<file path="src/rtl/wide_add_seq.sv">
`default_nettype none
// ============================================================================
// Module   : wide_add_seq
// Brief    : Multi-word adder that reuses one 32-bit carry-select adder over
//            NWORDS cycles, least significant word first, and reports sum,
//            unsigned carry-out and two's-complement overflow.
// Revision : 1.0 - initial release
// ============================================================================

// 32-bit carry-select adder: the upper half is precomputed for both carry
// values and picked by the carry out of the lower half.
module csa_32bit (
    input  logic [31:0] i_a,
    input  logic [31:0] i_b,
    input  logic        i_cin,
    output logic [31:0] o_sum,
    output logic        o_cout
);
    logic [16:0] w_lo;
    logic [16:0] w_hi0;
    logic [16:0] w_hi1;

    assign w_lo   = {1'b0, i_a[15:0]} + {1'b0, i_b[15:0]} + {16'd0, i_cin};
    assign w_hi0  = {1'b0, i_a[31:16]} + {1'b0, i_b[31:16]};
    assign w_hi1  = w_hi0 + 17'd1;
    assign o_sum  = {(w_lo[16] ? w_hi1[15:0] : w_hi0[15:0]), w_lo[15:0]};
    assign o_cout = w_lo[16] ? w_hi1[16] : w_hi0[16];
endmodule

module wide_add_seq #(
    parameter int NWORDS = 4
) (
    input  logic                   clk,
    input  logic                   rst,
    input  logic                   start,
    input  logic [32*NWORDS-1:0]   a,
    input  logic [32*NWORDS-1:0]   b,
    input  logic                   cin,
    output logic                   busy,
    output logic                   done,
    output logic [32*NWORDS-1:0]   sum,
    output logic                   cout,
    output logic                   overflow
);
    localparam int c_kw = (NWORDS > 1) ? $clog2(NWORDS) : 1;
    localparam logic [c_kw-1:0] c_last = c_kw'(NWORDS - 1);

    typedef enum logic [1:0] {
        S_IDLE = 2'd0,
        S_RUN  = 2'd1,
        S_DONE = 2'd2
    } state_t;

    state_t                      r_state;
    logic [NWORDS-1:0][31:0]     r_a;
    logic [NWORDS-1:0][31:0]     r_b;
    logic [NWORDS-1:0][31:0]     r_part;
    logic [c_kw-1:0]             r_k;
    logic                        r_carry;
    logic                        r_busy;
    logic                        r_done;
    logic [32*NWORDS-1:0]        r_sum;
    logic                        r_cout;
    logic                        r_ovf;

    logic [31:0]                 w_sum;
    logic                        w_cout;
    logic [NWORDS-1:0][31:0]     w_next_part;
    logic                        w_ovf;

    csa_32bit u_csa (
        .i_a    (r_a[r_k]),
        .i_b    (r_b[r_k]),
        .i_cin  (r_carry),
        .o_sum  (w_sum),
        .o_cout (w_cout)
    );

    // Partial result with the current word merged in; on the last word this
    // is the complete result.
    always_comb begin
        w_next_part      = r_part;
        w_next_part[r_k] = w_sum;
    end

    // Signed overflow: operands agree in sign but the result's sign differs.
    assign w_ovf = (r_a[NWORDS-1][31] == r_b[NWORDS-1][31]) &&
                   (w_sum[31] != r_a[NWORDS-1][31]);

    // Control FSM plus datapath registers; results only move on completion.
    always_ff @(posedge clk or posedge rst) begin
        if (rst) begin
            r_state <= S_IDLE;
            r_a     <= '0;
            r_b     <= '0;
            r_part  <= '0;
            r_k     <= '0;
            r_carry <= 1'b0;
            r_busy  <= 1'b0;
            r_done  <= 1'b0;
            r_sum   <= '0;
            r_cout  <= 1'b0;
            r_ovf   <= 1'b0;
        end else begin
            case (r_state)
                S_IDLE, S_DONE: begin
                    r_done <= 1'b0;
                    if (start) begin
                        r_a     <= a;
                        r_b     <= b;
                        r_carry <= cin;
                        r_k     <= '0;
                        r_busy  <= 1'b1;
                        r_state <= S_RUN;
                    end else begin
                        r_state <= S_IDLE;
                    end
                end
                S_RUN: begin
                    r_part  <= w_next_part;
                    r_carry <= w_cout;
                    if (r_k == c_last) begin
                        r_k     <= '0;
                        r_sum   <= w_next_part;
                        r_cout  <= w_cout;
                        r_ovf   <= w_ovf;
                        r_busy  <= 1'b0;
                        r_done  <= 1'b1;
                        r_state <= S_DONE;
                    end else begin
                        r_k <= r_k + 1'b1;
                    end
                end
                default: begin
                    r_busy  <= 1'b0;
                    r_done  <= 1'b0;
                    r_state <= S_IDLE;
                end
            endcase
        end
    end

    assign busy     = r_busy;
    assign done     = r_done;
    assign sum      = r_sum;
    assign cout     = r_cout;
    assign overflow = r_ovf;
endmodule
`default_nettype wire

</file>
<file path="config.mk">
export PLATFORM = sky130hd
export DESIGN_NAME = wide_add_seq
export DESIGN_NICKNAME = d
export VERILOG_FILES = /design/src/rtl/wide_add_seq.sv
export SDC_FILE = /design/constraint.sdc
export NUM_CORES = 1
export LEC_CHECK = 0
export CELL_PAD_IN_SITES_DETAIL_PLACEMENT = 1
export CELL_PAD_IN_SITES_GLOBAL_PLACEMENT = 2
export CORE_MARGIN = 3
export CORE_UTILIZATION = 40
export DETAILED_ROUTE_END_ITERATION = 10
export DONT_BUFFER_PORTS = 1
export GPL_ROUTABILITY_DRIVEN = 0
export PLACE_DENSITY_LB_ADDON = 0.25
export SETUP_SLACK_MARGIN = 0.4
export SYNTH_ARGS = -nofsm -noshare
export SYNTH_HDL_FRONTEND = slang
export SYNTH_SLANG_ARGS = --single-unit
</file>
<file path="constraint.sdc">
create_clock -name clk -period 45.4 [get_ports clk]
set_input_delay 9.08 -clock clk [delete_from_list [all_inputs] [get_ports clk]]
set_output_delay 9.08 -clock clk [all_outputs]
set_load 0.05 [all_outputs]
</file>
==> metrics.md <==
| Metric | Value |
|---|---|
| Post-CTS Hold Buffers | `0` |
| Port buffer count | `0` |
| Number of H-tree levels | `2` |
| DIE AREA | `0.0589 mm²` |
| Delay-heaviest family, CP | `buffers and inverters` |
| Final-report hold violation count | `0` |
| Std-Cell Rows | `86` |
| Total track usage | `22.9%` |
| CTS sink cnt | `488` |
| Max clock buf depth | `3` |
| Share of cells above drive strength 1 | `8.63%` |
| Ys Warns | `0` |
| Post-synth ARST share | `100%` |
| Post-synth EDFFs | `0` |
| Status | `finished clean` |
| Die Wd | `243 µm` |
| Pin count of the biggest net entering global routing | `169` |
| Initial DRC Count | `984` |
| Adder-Cell Fraction of Synth Area | `2.28%` |
| Vias per inst | `5.26` |
| Top-count cell post-synth | `nand2_1` |
| CP Cell Sequence | `nand2b_4 > buf_4 > buf_4 > nand2_1 > nand2_1` |
| Main combinational cell family by area after synthesis | `simple AND/OR/NAND/NOR gates` |
| Post-synthesis sequential area ratio | `54.5%` |
| Ys flop type | `dfrtp_1` |
| Worst-Skew Late Latency | `600 ps` |
| Placed Area | `0.0230 mm²` |
| Post-Synth XOR/XNOR Area | `1.64%` |
| Root buf cell | `clkbuf_16` |
| IO Pins | `392` |
| Initial antenna violation count | `10` |
| CP Capture Type | `flop` |
| First-pass GRT wire length | `105000 µm` |
| Post-synth net total | `2689` |
| Final Critical Period | `11250 ps` |
| Post-layout util | `45.0%` |
| Router iterations before antenna repair | `5` |
| Critical Path Start Type | `input port` |
| Via Count | `16.4k` |
| Vias in the first global route | `17.1k` |
| Worst EP required | `45930 ps` |
| Final nets | `2619` |
| Setup-failing EPs final | `0` |
| Critical Path Max Stage Delay | `1030 ps` |
| Routed WL per cell | `21.6 µm` |
| CTS tree | `done` |
| RSZ-0062 raised after global routing | `no` |
| Slowest CP cell | `buf_4` |
| Syn_area_per_cell | `9.37 µm²` |
| Clock slew at reported path FFs | `60 ps` |
| Final Max Slew Viols | `0` |
| Fin area | `0.0248 mm²` |
| Synth cell types | `64` |
| Peak Freq | `0.0889 GHz` |
| Core area | `0.0552 mm²` |
| Worst setup margin | `34150 ps` |
| Max-slew headroom | `16.5%` |
| Critical path class | `input port to flop` |
| TritonCTS Buffers | `54` |
| Mux cell area share after synthesis | `7.49%` |
| GRT overflow | `0` |
| Synth cell count leaders | `nand2_1 (982), dfrtp_1 (488), o21ai_0 (186), clkbuf_1 (132), a21oi_1 (94)` |
| Seq cells post-synth | `488` |
| Area Growth Syn to Fin | `10.8%` |
| Antenna-violating nets left | `0` |
| Final worst-path cycle share | `24.8%` |
| Worst Skew | `19.8 ps` |
| Post-synthesis instance area | `0.0224 mm²` |
| WP buf/inv | `2` |
| Min-delay worst type | `flop to flop` |
| Routed WL | `67200 µm` |
| Top-area cell type share of the netlist area | `54.5%` |
| Number of max-cap violations | `0` |
| Compound-Gate Fraction of Synth Area | `9.96%` |
| Residual DRC | `0` |
| Post-CTS setup buffers | `0` |
| Initial core utilization | `40.6%` |
| Die Span Y | `243 µm` |
| Slew @ Worst Pin | `1250 ps` |
| Post-Place Worst Slack | `33580 ps` |
| Post-DP HPWL | `47600 µm` |
| Setup_tns | `0 ps` |
| Gate Count Post-Synth | `2390` |
| Synth Area in Simple Gates | `21.2%` |
| Top post-synthesis cells by area | `dfrtp_1 (55%), nand2_1 (16%), mux4_2 (6.4%), o21ai_0 (4.2%), clkbuf_1 (2.2%)` |
| Cell taking the most area after synthesis | `dfrtp_1` |
| CP Max Fanout | `122` |
| CP arrival | `11770 ps` |
| Post-CTS resize count | `0` |
path summary, 6_finish.rpt:
path | slack, ps | endpoint | from | cells after the start
min reg2reg | 470 | r_b[31] | r_b[31] | 2
max | 34150 | r_a[4] | start | 5
min in group asynchronous | 8500 | sum[51] | rst | 1
min | 470 | r_b[31] | r_b[31] | 2
max in group asynchronous | 34430 | r_b[67] | rst | 3
max reg2reg | 39850 | sum[27] | r_k[1] | 13
state kept, by name, summed over array words and instances (netlist names):
register	flops
busy	1
cout	1
r_a	128
r_k	2
overflow	1
sum	128
r_b	128
r_state	2
r_part	96
r_carry	1
tightest hold or removal path, cell delays in order (launching register included):
cell,delay [ps]
dfrtp_1,330
nand2_1,50
nand2_1,50
layout by cell type (no fill, tap or decap), types with 22 or more instances in the layout:
cell / Yosys / final
xnor2_1: 24 / 24
a21o_1: 33 / 33
ha_1: 36 / 36
dfrtp_1: 488 / 486
mux4_2: 64 / 64
clkbuf_16: 0 / 57
inv_1: 23 / 22
nor2_1: 82 / 82
nand2_1: 982 / 978
and3_1: 23 / 23
o21ai_0: 186 / 186
a21oi_1: 94 / 94
metal layers:
metal	vias to the layer above	routed length (µm)	track usage [%]
li1	7767	-	-
met4	10	1110	5.01
met2	304	30500	35.6
met5	-	81	0
met3	83	4860	6.98
met1	8221	30700	31.7
cell type report:
class | instances | area (µm²)
Sequential cell | 488 | 12200
Timing Repair Buffer | 22 | 178
Inverter | 24 | 97.6
Antenna cell | 4 | 10.0
Clock inverter | 13 | 126
Clock buffer | 86 | 1700
Fill cell | 6227 | 30400
Tap cell | 748 | 936
Multi-Input combinational cell | 1730 | 9560
kinds of logic after synthesis:
group                      count (synthesis)
AOI/OAI and AO/OA                        390
xor gates and xnor gates                  41
adders and majority gates                 39
buffers and inverters                    172
DFF                                      488
muxes                                     87
and+or+nand+nor                         1173
per-stage QoR:
stage / std cells / hold WS, ps
final: 3115 / 468
after global routing: 3112 / 490
after CTS: 3111 / 475
after detailed placement: 3012 / 461
after global placement: 3012 / 453
after floorplan: 2390 / 440
Power is left out: the tool's default activity adds up to more than one toggle a clock period on the data nets, which glitch-free logic cannot reach.
